--- config.mk ---
export PLATFORM = sky130hd
export DESIGN_NAME = tt_sweep_capture_flat
export DESIGN_NICKNAME = d
export VERILOG_FILES = /design/src/rtl/tt_sweep_capture_pkg.sv /design/src/rtl/tt_sweep_capture_if.sv /design/src/rtl/tt_sweep_capture_popcount16.sv /design/src/rtl/tt_sweep_capture.sv /design/src/flat_wrapper.sv
export SDC_FILE = /design/constraint.sdc
export NUM_CORES = 1
export LEC_CHECK = 0
export ABC_AREA = 1
export CORE_MARGIN = 2
export CORE_UTILIZATION = 57
export DETAILED_ROUTE_END_ITERATION = 12
export PLACE_DENSITY = 0.85
export SYNTH_ARGS = -nofsm -noshare
export SYNTH_HDL_FRONTEND = slang
export SYNTH_SLANG_ARGS = --single-unit
--- constraint.sdc ---
create_clock -name clk -period 7.58 [get_ports clk]
set_input_delay 1.516 -clock clk [delete_from_list [all_inputs] [get_ports clk]]
set_output_delay 1.516 -clock clk [all_outputs]
set_load 0.01 [all_outputs]
--- src/rtl/tt_sweep_capture_pkg.sv ---
// Shared types and sizes for the 4-input truth-table sweep reader.
package tt_pkg;

  localparam int N_IN = 4;
  localparam int TT_W = 16;

  typedef enum logic [1:0] {
    IDLE  = 2'd0,
    SWEEP = 2'd1,
    DONE  = 2'd2
  } state_t;

  typedef logic [TT_W-1:0] tt_t;

endpackage

--- src/rtl/tt_sweep_capture_if.sv ---
// Request/response bundle between a sweep requester and tt_sweep_capture.
interface tt_sweep_capture_if;
  import tt_pkg::*;

  logic            req_valid;
  logic            req_ready;
  tt_t             exp_tt;
  logic            resp_valid;
  logic            resp_ready;
  tt_t             tt;
  logic            match;
  logic [N_IN-1:0] first_mis;
  logic [4:0]      ones;

  // Requester side: issues sweeps and consumes results.
  modport master (
    output req_valid, exp_tt, resp_ready,
    input  req_ready, resp_valid, tt, match, first_mis, ones
  );

  // Sweep engine side.
  modport slave (
    input  req_valid, exp_tt, resp_ready,
    output req_ready, resp_valid, tt, match, first_mis, ones
  );

endinterface

--- src/rtl/tt_sweep_capture_popcount16.sv ---
// Combinational 16-bit population count, shared with NPN-class tooling.
module tt_popcount16
  import tt_pkg::*;
(
  input  tt_t        din,
  output logic [4:0] cnt
);

  // Sum the set bits of the table.
  always_comb begin
    cnt = 5'd0;
    for (int i = 0; i < TT_W; i++) begin
      cnt = cnt + {4'd0, din[i]};
    end
  end

endmodule

--- src/rtl/tt_sweep_capture.sv ---
// Sequential truth-table reader: walks all 16 input vectors through a
// 4-input cell, captures its output and reports compare / onset results.
module tt_sweep_capture
  import tt_pkg::*;
#(
  parameter int SETTLE = 1
) (
  input  logic               clk,
  input  logic               rst,
  tt_sweep_capture_if.slave  bus,
  output logic [N_IN-1:0]    probe_x,
  input  logic               probe_y
);

  localparam logic [3:0]      SETTLE_C = 4'(SETTLE);
  localparam logic [N_IN-1:0] LAST_IDX = 4'd15;

  state_t          state_r;
  state_t          state_s;
  logic [N_IN-1:0] idx_r;
  logic [3:0]      cnt_r;
  tt_t             exp_r;
  tt_t             tt_r;
  tt_t             tt_next_s;
  tt_t             diff_s;
  logic            match_r;
  logic            match_s;
  logic [N_IN-1:0] first_mis_r;
  logic [N_IN-1:0] first_mis_s;
  logic [4:0]      ones_r;
  logic [4:0]      ones_s;
  logic            req_ready_r;
  logic            resp_valid_r;
  logic            accept_s;
  logic            sample_s;
  logic            last_s;
  logic            resp_hs_s;

  // State register; reset aborts any sweep or pending response.
  always_ff @(posedge clk) begin
    if (rst) begin
      state_r      <= IDLE;
      req_ready_r  <= 1'b0;
      resp_valid_r <= 1'b0;
    end else begin
      state_r      <= state_s;
      req_ready_r  <= (state_s == IDLE);
      resp_valid_r <= (state_s == DONE);
    end
  end

  // Next-state selection.
  always_comb begin
    state_s = state_r;
    case (state_r)
      IDLE:    state_s = accept_s  ? SWEEP : IDLE;
      SWEEP:   state_s = last_s    ? DONE  : SWEEP;
      DONE:    state_s = resp_hs_s ? IDLE  : DONE;
      default: state_s = IDLE;
    endcase
  end

  // Control strobes decoded from the current state and handshakes.
  always_comb begin
    accept_s  = req_ready_r & bus.req_valid;
    resp_hs_s = resp_valid_r & bus.resp_ready;
    if (state_r == SWEEP) begin
      sample_s = (cnt_r == SETTLE_C);
    end else begin
      sample_s = 1'b0;
    end
    last_s = sample_s & (idx_r == LAST_IDX);
  end

  // Table with this cycle's sample merged in, plus compare results on it.
  // probe_y only enters on the sample cycle so X elsewhere stays out.
  always_comb begin
    tt_next_s = tt_r;
    if (sample_s) begin
      tt_next_s[idx_r] = probe_y;
    end else begin
      tt_next_s = tt_r;
    end
    diff_s      = tt_next_s ^ exp_r;
    match_s     = (diff_s == {TT_W{1'b0}});
    first_mis_s = 4'd0;
    // Scan high to low so the lowest differing index wins.
    for (int i = TT_W - 1; i >= 0; i--) begin
      first_mis_s = diff_s[i] ? N_IN'(i) : first_mis_s;
    end
  end

  tt_popcount16 u_popcount (
    .din (tt_next_s),
    .cnt (ones_s)
  );

  // Sweep datapath: vector index, settle counter, captured table, results.
  always_ff @(posedge clk) begin
    if (rst) begin
      exp_r       <= 16'd0;
      idx_r       <= 4'd0;
      cnt_r       <= 4'd0;
      tt_r        <= 16'd0;
      match_r     <= 1'b0;
      first_mis_r <= 4'd0;
      ones_r      <= 5'd0;
    end else if (accept_s) begin
      exp_r <= bus.exp_tt;
      idx_r <= 4'd0;
      cnt_r <= 4'd0;
      tt_r  <= 16'd0;
    end else if (sample_s) begin
      tt_r  <= tt_next_s;
      cnt_r <= 4'd0;
      // After vector 15 this returns the probe to 0 for DONE/IDLE.
      idx_r <= idx_r + 4'd1;
      if (last_s) begin
        match_r     <= match_s;
        first_mis_r <= first_mis_s;
        ones_r      <= ones_s;
      end else begin
        match_r <= match_r;
      end
    end else if (state_r == SWEEP) begin
      cnt_r <= cnt_r + 4'd1;
    end else begin
      cnt_r <= cnt_r;
    end
  end

  assign probe_x        = idx_r;
  assign bus.req_ready  = req_ready_r;
  assign bus.resp_valid = resp_valid_r;
  assign bus.tt         = tt_r;
  assign bus.match      = match_r;
  assign bus.first_mis  = first_mis_r;
  assign bus.ones       = ones_r;

endmodule

--- src/flat_wrapper.sv ---
// flat-port wrapper written by rule: the top's interface ports become plain ports
module tt_sweep_capture_flat import tt_pkg::*;
#(
  parameter int SETTLE = 1
)
  (clk, rst, probe_x, probe_y, bus_req_valid, bus_exp_tt, bus_resp_ready, bus_req_ready, bus_resp_valid, bus_tt, bus_match, bus_first_mis, bus_ones);
  tt_sweep_capture_if bus_i ();
  input  logic clk;
  input  logic rst;
  output logic [N_IN-1:0] probe_x;
  input  logic probe_y;
  input wire logic [$bits(bus_i.req_valid)-1:0] bus_req_valid;
  input wire logic [$bits(bus_i.exp_tt)-1:0] bus_exp_tt;
  input wire logic [$bits(bus_i.resp_ready)-1:0] bus_resp_ready;
  output wire logic [$bits(bus_i.req_ready)-1:0] bus_req_ready;
  output wire logic [$bits(bus_i.resp_valid)-1:0] bus_resp_valid;
  output wire logic [$bits(bus_i.tt)-1:0] bus_tt;
  output wire logic [$bits(bus_i.match)-1:0] bus_match;
  output wire logic [$bits(bus_i.first_mis)-1:0] bus_first_mis;
  output wire logic [$bits(bus_i.ones)-1:0] bus_ones;
  assign bus_i.req_valid = bus_req_valid;
  assign bus_i.exp_tt = bus_exp_tt;
  assign bus_i.resp_ready = bus_resp_ready;
  assign bus_req_ready = bus_i.req_ready;
  assign bus_resp_valid = bus_i.resp_valid;
  assign bus_tt = bus_i.tt;
  assign bus_match = bus_i.match;
  assign bus_first_mis = bus_i.first_mis;
  assign bus_ones = bus_i.ones;
  tt_sweep_capture #(.SETTLE(SETTLE)) u_core (.clk(clk), .rst(rst), .bus(bus_i), .probe_x(probe_x), .probe_y(probe_y));
endmodule
==> metrics.yaml, run 1 <==
global_route:
  antenna_found_initial: 0
  grt_overflow: 0
  grt_pass1_wl_um: 12200
  track_usage_pct: 25.0
  grt_pass1_vias: 2722
  grt_max_degree: 25
cells_and_area:
  drive_gt1_share_pct: 8.67
  insertedDiodeCount: 0
  design_area_um2: 3780
  syn_to_final_growth_pct: 20.8
  num-nets-final: 514
sta:
  max_slew_margin_pct: 55.1
  finClkSkew_ns: 0.0100
  grt_setup_unrepaired: "no"
  period_needed_ns: 5.72
  final.setup.tns_ns: 0
  setup_ws_ns: 1.86
  clock.fmax_mhz: 175
  max_slew.worst_pin.slew_ns: 0.673
  hold_violations: 0
  finalCritPeriodShare_pct: 75.5
  drv_slew: 0
  setup_viol: 0
detailed_routing:
  avgRoutedWirePerCell_um: 13.2
  drc_errors: 0
  ant_nets: 0
  first_pass_iters: 4
  drtIter0Drc: 180
  wl_um: 7190
  via_per_inst: 5.08
  vias: 2759
hold_path:
  timing.hold.worst.start: "u_core.bus.first_mis[0]"
  whs_path_depth: 2
  min_to: "u_core.bus.first_mis[0]"
  min_path_type: "flop to flop"
synth:
  synth_edf_count: 0
  avgSynthCellArea_um2: 7.38
  synth_nets: 466
  async_flop_share_pct: 0
  synth.most_common_cell: "nand2_1"
  synth_top_cell_area_share_pct: 34.5
  yosysUniqueCellTypes: 44
  yosys_warnings: 0
  synth.largest_area_cell: "dfxtp_1"
  ys_seq_elements: 54
  yosys-top-cells-area: "dfxtp_1 (35%), nand2_1 (11%), inv_1 (7.9%)"
  syn_area_um2: 3130
  synthCells: 424
  synth_ff_type: "dfxtp_1"
  ys_seq_area_share_pct: 34.5
  ys_top_cells_by_count: "nand2_1 (89), inv_1 (66), nor2_1 (55)"
setup_path:
  critPathCaptureType: "flop"
  r2r_setup_slack_ns: 2.67
  critPathMaxFanout: 12
  startpoint_type: "input pin"
  r2r-start: "u_core.cnt_r[0]"
  critical_path_class: "input pin to flop"
  r2r_cells: 18
  crit_arrival_ns: 5.96
  timing.rr.end: "u_core.bus.ones[4]"
  required_ns: 7.82
die:
  die_h_um: 78.1
  die_x_um: 78.1
  rows: 26
  start_util_pct: 60.1
  io_pins: 53
  fp.coreArea_um2: 5200
  dieArea_um2: 6100
power:
  peakVddDrop_mv: 0.103
  p_comb_share_pct: 13.9
  seq_power_share_pct: 53.4
  leakage_uw: 0.00164
  p_sw_uw: 150
  p_sw_share_pct: 26.8
  intPower_uw: 408
  pwr-share-clk_pct: 32.7
  pwr_density_cell_nw_per_um2: 147
clock_network:
  cts_resized: 0
  cts_hold_buffers: 0
  cts_tree: "built"
  clock-sinks: 54
  clockBufferDepth: 2
  cts_setup_buffers: 0
  clkSlewWorstSetupHoldPaths_ns: 0.10
  clkLatencyLatePin_ns: 0.32
  cts-root-buf: "clkbuf_8"
  htreeDepth: 2
  cts_buffers: 5
placement:
  globalplace.congestion: 0.897
  dp_hpwl_um: 5470
  port_buffers: 52
  place_ws_ns: 1.56
  dpl-instance-area_um2: 3680
status:
  status: "finished clean"
run:
  drv_cap: 0
## placed cells by master (no fill, tap or decap), drive strengths merged, types with 3 or more instances in the layout
master | synthesis | final
o21a | 4 | 4
nand2 | 92 | 92
nor2 | 63 | 63
or2 | 3 | 3
nor3 | 4 | 4
ha | 11 | 11
nand3 | 18 | 18
inv | 70 | 70
xnor2 | 4 | 4
clkinv | 2 | 3
clkbuf | 7 | 7
dfxtp | 54 | 54
xor2 | 10 | 10
clkdlybuf4s50 | 0 | 52
fa | 10 | 10
a21oi | 25 | 25
o21ai | 32 | 32
## cell type report
cell class | count | area [um^2]
clock buffers | 7 | 96.3
well taps | 70 | 87.6
inverters | 72 | 270
repair buffers | 52 | 520
multi-input cells | 287 | 1720
flip-flops and latches | 54 | 1080
clock inverters | 1 | 8.76
fillers | 430 | 1420
## cell families after synthesis
logic type / share of synthesized area [%]
DFF: 34.5
xor gates and xnor gates: 4.40
adders and majority gates: 10.8
buffers and inverters: 10.6
and+or+nand+nor: 27.3
AOI/OAI and AO/OA: 11.3
muxes: 1.04
## metrics by stage
stage	instances	utilization, %	hold WS, ns	power [uW]
2_1_floorplan	424	-	0.444	355
3_3_place_gp	535	70.6	0.461	377
3_5_place_dp	535	70.6	0.460	380
4_1_cts	543	72.6	0.477	556
5_1_grt	543	72.6	0.512	580
6_report	543	72.6	0.478	557
## sequential cells by signal, indices dropped and copies added (netlist names)
| signal | flops |
|---|---|
| u_core.bus.req_ready | 1 |
| u_core.bus.tt | 16 |
| u_core.probe_x | 4 |
| u_core.bus.match | 1 |
| u_core.bus.first_mis | 4 |
| u_core.bus.ones | 5 |
| u_core.state_r | 2 |
| u_core.cnt_r | 4 |
| u_core.exp_r | 16 |
| u_core.bus.resp_valid | 1 |
## how the worst max path moves through the flow
stage / start / to / slack [ns] / cells past startpoint
after detailed placement: probe_y / u_core.bus.ones[4] / 1.56 / 17
after floorplan: probe_y / u_core.bus.ones[4] / 2.56 / 17
after global routing: probe_y / u_core.bus.ones[4] / 1.69 / 17
after global placement: probe_y / u_core.bus.ones[4] / 1.75 / 17
final: probe_y / u_core.bus.ones[4] / 1.86 / 17
after CTS: probe_y / u_core.bus.ones[4] / 1.88 / 17
## routing by layer
metal | global-route usage [%] | wire length [um] | vias to the layer above | share of wire, %
met5 | 0 | 0 | - | 0
met4 | 7.72 | 128 | 0 | 1.8
met3 | 4.83 | 400 | 12 | 5.6
met2 | 43.4 | 3450 | 86 | 48
met1 | 31.5 | 3220 | 1258 | 45
li1 | - | - | 1403 | -
## critical path, stage by stage
cell and delay, ns:
clkdlybuf4s50_1 0.83, inv_1 0.20, nand2_1 0.10, o21ai_0 0.08, nand2_1 0.10, nand2_1 0.09, inv_1 0.08, fa_1 0.42
fa_1 0.52, fa_1 0.45, fa_1 0.51, ha_1 0.17, inv_1 0.05, fa_1 0.39, o21ai_0 0.17, nand3_1 0.10
a21oi_1 0.16
## power groups by stage
stage	clock [uW]	combinational (uW)	sequential [uW]
after floorplan	0	51.7	303
after global placement	0	73.5	304
after detailed placement	0	75.9	304
after CTS	182	77.2	298
after global routing	195	86.5	299
final	182	77.4	298
Power figures use the tool's default switching activity.
==> run 2, diff against run 1 <==
Settings changed: CORE_UTILIZATION 57 to 53, PLACE_DENSITY 0.85 to 0.8.
Clock period 7.58 ns to 5.6 ns, I/O delays scaled along.
==> run 2 against run 1 <==
Net effect:
- cell area rose by 0.60%
- die area rose by 7.2%
- non-clock buffer count rose by 2
- power rose by 38%
- critical endpoint unchanged
- largest cell class unchanged
- largest power group unchanged
- highest routed layer unchanged
==> metrics.yaml, run 2 (same netlist as run 1, synthesis figures left out) <==
setup_path:
  critical_path_class: "input pin to flop"  # unchanged
  startpoint_type: "input pin"  # unchanged
  required_ns: 5.84  # was 7.82 ns
  timing.rr.end: "u_core.bus.ones[4]"  # unchanged
  r2r-start: "u_core.cnt_r[0]"  # unchanged
  r2r_cells: 18  # unchanged
  crit_arrival_ns: 5.40  # was 5.96 ns
  critPathMaxFanout: 9  # was 12
  critPathCaptureType: "flop"  # unchanged
  r2r_setup_slack_ns: 0.70  # was 2.67 ns
cells_and_area:
  final_cell_mix: "nand2_1 (89), inv_1 (66), nor2_1 (55), dfxtp_1 (54), clkdlybuf4s50_1 (52)"  # unchanged
  seqCellArea_um2: 1080  # unchanged
  insertedDiodeCount: 0  # unchanged
  num-nets-final: 516  # was 514
  design_area_um2: 3800  # was 3780 um^2
  syn_to_final_growth_pct: 21.5  # was 20.8%
  fin_cells: 547  # was 543
  fillers: 493  # was 430
  layout_commonest_cell: "nand2_1"  # unchanged
  multi_input_area_um2: 1720  # unchanged
  drive_gt1_share_pct: 8.84  # was 8.67%
clock_network:
  clkSlewWorstSetupHoldPaths_ns: 0.10  # about the same
  htreeDepth: 2  # unchanged
  cts_tree: "built"  # unchanged
  clock-sinks: 54  # unchanged
  cts_setup_buffers: 0  # unchanged
  cts_hold_buffers: 0  # unchanged
  cts_resized: 0  # unchanged
  clockBufferDepth: 2  # unchanged
  cts_buffers: 5  # unchanged
  cts-root-buf: "clkbuf_8"  # unchanged
  clkLatencyLatePin_ns: 0.31  # was 0.32 ns
power:
  leakage_uw: 0.00165  # was 0.00164 uW
  power_uw: 770  # was 557 uW
  peakVddDrop_mv: 0.144  # was 0.103 mV
  pwr_density_cell_nw_per_um2: 202  # was 147 nW/um^2
die:
  die_x_um: 80.9  # was 78.1 um
  die_h_um: 80.9  # was 78.1 um
  start_util_pct: 55.8  # was 60.1%
  fp.coreArea_um2: 5610  # was 5200 um^2
  io_pins: 53  # unchanged
  rows: 27  # was 26
  dieArea_um2: 6540  # was 6100 um^2
placement:
  dp_cells: 539  # was 535
  dp_hpwl_um: 5550  # was 5470 um
  globalplace.congestion: 0.876  # was 0.897
  port_buffers: 52  # unchanged
  dpl-instance-area_um2: 3690  # was 3680 um^2
sta:
  max_slew.worst_pin.slew_ns: 0.577  # was 0.673 ns
  max_slew_margin_pct: 61.3  # was 55.1%
  finClkSkew_ns: 0.00877  # was 0.0100 ns
  drv_slew: 0  # unchanged
  final.setup.tns_ns: 0  # unchanged
  grt_setup_unrepaired: "no"  # unchanged
  clock.fmax_mhz: 194
  hold_violations: 0  # unchanged
  finalCritPeriodShare_pct: 92.1
  setup_viol: 0  # unchanged
  period_needed_ns: 5.16
  holdWs_ns: 0.473  # was 0.478 ns
global_route:
  gr-usage-met2_pct: 40.5  # was 43.4%
  grt_pass1_wl_um: 12000  # was 12200 um
  busiest_layer: "met2"  # unchanged
  antenna_found_initial: 0  # unchanged
  track_usage_pct: 23.8  # was 25.0%
  grt_max_degree: 25  # unchanged
  met3_usage_pct: 4.44  # was 4.83%
  use_met1_pct: 30.7  # was 31.5%
  grt_overflow: 0  # unchanged
  grt_pass1_vias: 2628  # was 2722
hold_path:
  min_to: "u_core.bus.first_mis[0]"  # unchanged
  timing.hold.worst.start: "u_core.bus.first_mis[0]"  # unchanged
  whs_path_depth: 2  # unchanged
  min_path_type: "flop to flop"  # unchanged
detailed_routing:
  ant_nets: 0  # unchanged
  avgRoutedWirePerCell_um: 13.3  # was 13.2 um
  drtIter0Drc: 139  # was 180
  vias: 2722  # was 2759
  wl_um: 7270  # was 7190 um
  via_per_inst: 4.98  # was 5.08
  drc_errors: 0  # unchanged
  first_pass_iters: 4  # unchanged
status:
  status: "finished clean"  # unchanged
run:
  drv_cap: 0  # unchanged
-- run 2: critical path, stage by stage --
cell	delay, ns
clkdlybuf4s50_1	0.70
inv_1	0.20
nand2_1	0.10
o21ai_0	0.08
nand2_1	0.09
nand2_1	0.09
inv_1	0.08
fa_1	0.43
fa_1	0.51
fa_1	0.43
fa_1	0.52
ha_1	0.17
inv_1	0.06
fa_1	0.39
o21ai_0	0.18
nand3_1	0.10
a21oi_1	0.14
-- run 2: metal layers --
metal | up-vias | share of wire, %
met4 | 0 | 2.0
met5 | - | 0
met1 | 1224 | 45
met2 | 81 | 47
met3 | 14 | 5.7
li1 | 1403 | -
-- run 2: through the flow --
stage | worst slack, ns | util [%]
global placement | 0.256 | 65.9
detailed placement | 0.182 | 65.9
finish | 0.442 | 67.8
CTS | 0.466 | 67.8
floorplan | 0.976 | -
global route | 0.243 | 67.8
-- run 2: area by class of cell --
cell class | instances | share of cell area [%]
timing repair buffer | 54 | 14.1
sequential | 54 | 28.4
clock buffer | 6 | 1.91
inverter | 72 | 7.11
tap | 72 | 2.37
multi-input combinational | 287 | 45.1
clock inverter | 2 | 0.987
-- run 2: worst max-delay path by stage --
| stage | cells past startpoint | endpoint | startpoint |
|---|---|---|---|
| after global routing | 17 | u_core.bus.ones[4] | probe_y |
| after CTS | 17 | u_core.bus.ones[4] | probe_y |
| after floorplan | 17 | u_core.bus.ones[4] | probe_y |
| final | 17 | u_core.bus.ones[4] | probe_y |
| after global placement | 16 | u_core.bus.ones[4] | probe_y |
| after detailed placement | 17 | u_core.bus.ones[4] | probe_y |
-- run 2: where the power goes --
part           leakage [uW]  internal [uW]  total, uW  switching (uW)
registers          0.000438            395        403            7.77
logic               0.00116           44.1        104            59.8
clock network     0.0000514            134        264             130
total               0.00165            572        770             198
==> run 3, diff against run 2 <==
Settings changed: PLACE_DENSITY 0.8 to 0.91.
==> run 3 against run 2 <==
Net effect:
- power down 4.9%
- clock skew down 0.0042 ns
- largest power group unchanged
- clock power decreased by 15%
==> metrics.yaml, run 3 (same netlist as run 1, synthesis figures left out) <==
detailed_routing:
  wl_um: 7350  # was 7270 um
  avgRoutedWirePerCell_um: 13.4  # was 13.3 um
  ant_nets: 0  # unchanged
  first_pass_iters: 4  # unchanged
  vias: 2798  # was 2722
  drtIter0Drc: 173  # was 139
  via_per_inst: 5.11  # was 4.98
  drc_errors: 0  # unchanged
clock_network:
  cts_hold_buffers: 0  # unchanged
  cts_tree: "built"  # unchanged
  clock-sinks: 54  # unchanged
  cts_buffers: 5  # unchanged
  clkSlewWorstSetupHoldPaths_ns: 0.09  # was 0.10 ns
  cts_setup_buffers: 0  # unchanged
  cts-root-buf: "clkbuf_8"  # unchanged
  cts_resized: 0  # unchanged
  clockBufferDepth: 2  # unchanged
  htreeDepth: 2  # unchanged
  clkLatencyLatePin_ns: 0.31  # about the same
sta:
  finalCritPeriodShare_pct: 91.3  # was 92.1%
  period_needed_ns: 5.11  # was 5.16 ns
  max_slew_margin_pct: 62.7  # was 61.3%
  setup_ws_ns: 0.485  # was 0.442 ns
  holdWs_ns: 0.477  # was 0.473 ns
  hold_violations: 0  # unchanged
  clock.fmax_mhz: 196  # was 194 MHz
  final.setup.tns_ns: 0  # unchanged
  drv_slew: 0  # unchanged
  grt_setup_unrepaired: "no"  # unchanged
  setup_viol: 0  # unchanged
  finClkSkew_ns: 0.00459  # was 0.00877 ns
  max_slew.worst_pin.slew_ns: 0.557  # was 0.577 ns
placement:
  place_ws_ns: 0.211  # was 0.182 ns
  dp_hpwl_um: 5720  # was 5550 um
  port_buffers: 52  # unchanged
  globalplace.congestion: 0.943  # was 0.876
cells_and_area:
  fillers: 472  # was 493
  syn_to_final_growth_pct: 21.1  # was 21.5%
  layout_commonest_cell: "nand2_1"  # unchanged
  num-nets-final: 517  # was 516
  final_cell_mix: "nand2_1 (89), inv_1 (66), nor2_1 (55), dfxtp_1 (54), clkdlybuf4s50_1 (52)"  # unchanged
  drive_gt1_share_pct: 9.03  # was 8.84%
  insertedDiodeCount: 0  # unchanged
setup_path:
  path_buf_inv: 5  # was 4
  crit_arrival_ns: 5.36  # was 5.40 ns
  critical_path_class: "input pin to flop"  # unchanged
  max_stage_delay_ns: 0.58  # was 0.70 ns
  cp_slowest_cell: "clkdlybuf4s50_1"  # unchanged
  r2r_setup_slack_ns: 0.68  # was 0.70 ns
  path_common_cell: "fa_1"  # unchanged
  crit_chain: "clkdlybuf4s50_1 > mux2i_1 > inv_1 > fa_1 > inv_1 > fa_1 > inv_1 > fa_1 > fa_1 > ha_1 > inv_1 > fa_1 > o21ai_0 > nand3_1 > a21oi_1"  # was clkdlybuf4s50_1 > inv_1 > nand2_1 > o21ai_0 > nand2_1 > nand2_1 > inv_1 > fa_1 > fa_1 > fa_1 > fa_1 > ha_1 > inv_1 > fa_1 > o21ai_0 > nand3_1 > a21oi_1
  required_ns: 5.84  # about the same
  critPathTopFamily: "adder cells"  # unchanged
  startpoint_type: "input pin"  # unchanged
  critPathMaxFanout: 9  # unchanged
  critPathCaptureType: "flop"  # unchanged
global_route:
  grt_pass1_wl_um: 12000  # about the same
  grt_max_degree: 25  # unchanged
  use_met1_pct: 29.9  # was 30.7%
  met3_usage_pct: 4.56  # was 4.44%
  grt_overflow: 0  # unchanged
  gr-usage-met2_pct: 41.3  # was 40.5%
  track_usage_pct: 24.1  # was 23.8%
  grt_pass1_vias: 2645  # was 2628
  busiest_layer: "met2"  # unchanged
  antenna_found_initial: 0  # unchanged
hold_path:
  min_path_type: "flop to flop"  # unchanged
power:
  peakVddDrop_mv: 0.146  # was 0.144 mV
  leakage_uw: 0.00165  # about the same
  pwr_density_cell_nw_per_um2: 193  # was 202 nW/um^2
  power_uw: 732  # was 770 uW
status:
  status: "finished clean"  # unchanged
die:
  die_h_um: 80.9  # unchanged
  die_x_um: 80.9  # unchanged
  rows: 27  # unchanged
  io_pins: 53  # unchanged
  dieArea_um2: 6540  # unchanged
  fp.coreArea_um2: 5610  # unchanged
  start_util_pct: 55.8  # unchanged
run:
  drv_cap: 0  # unchanged
[run 3: final cells by class]
type                            count  area (um^2)  area share [%]
Multi-Input combinational cell    287         1720            45.3
Sequential cell                    54         1080            28.5
Timing Repair Buffer               55          543            14.3
Inverter                           72          270            7.13
Tap cell                           72         90.1            2.38
Clock buffer                        7         86.3            2.28
Clock inverter                      1         5.00           0.132
[run 3: per-stage QoR]
stage | instance area, um^2 | util, % | instances
6_report | 3790 | 67.6 | 548
3_5_place_dp | 3700 | 66.0 | 540
2_1_floorplan | 3130 | - | 424
5_1_grt | 3790 | 67.6 | 548
4_1_cts | 3790 | 67.6 | 548
3_3_place_gp | 3700 | 66.0 | 540
[run 3: metal layers]
metal,wire length [um],up-vias,part of all wire (%)
met3,415,20,5.6
met4,184,0,2.5
met1,3210,1274,44
met2,3540,100,48
li1,-,1404,-
met5,0,-,0
[run 3: path summary, 6_finish.rpt]
check / from / end / cells past startpoint
worst max-delay path: probe_y / u_core.bus.ones[4] / 15
worst min register to register: u_core.exp_r[15] / u_core.exp_r[15] / 2
worst max register to register: u_core.cnt_r[0] / u_core.bus.ones[4] / 18
worst min-delay path: u_core.exp_r[15] / u_core.exp_r[15] / 2
[run 3: tightest hold or removal path: stages (launching register included)]
cell and delay [ns]:
dfxtp_1 0.32, inv_1 0.06, a21oi_1 0.05
[run 3: report_power, final]
group	switching (uW)	leakage [uW]	total (uW)	internal [uW]
logic	60.1	0.00116	105	44.5
registers	8.19	0.000438	403	395
clock network	125	0.0000482	225	100
total	193	0.00165	732	539
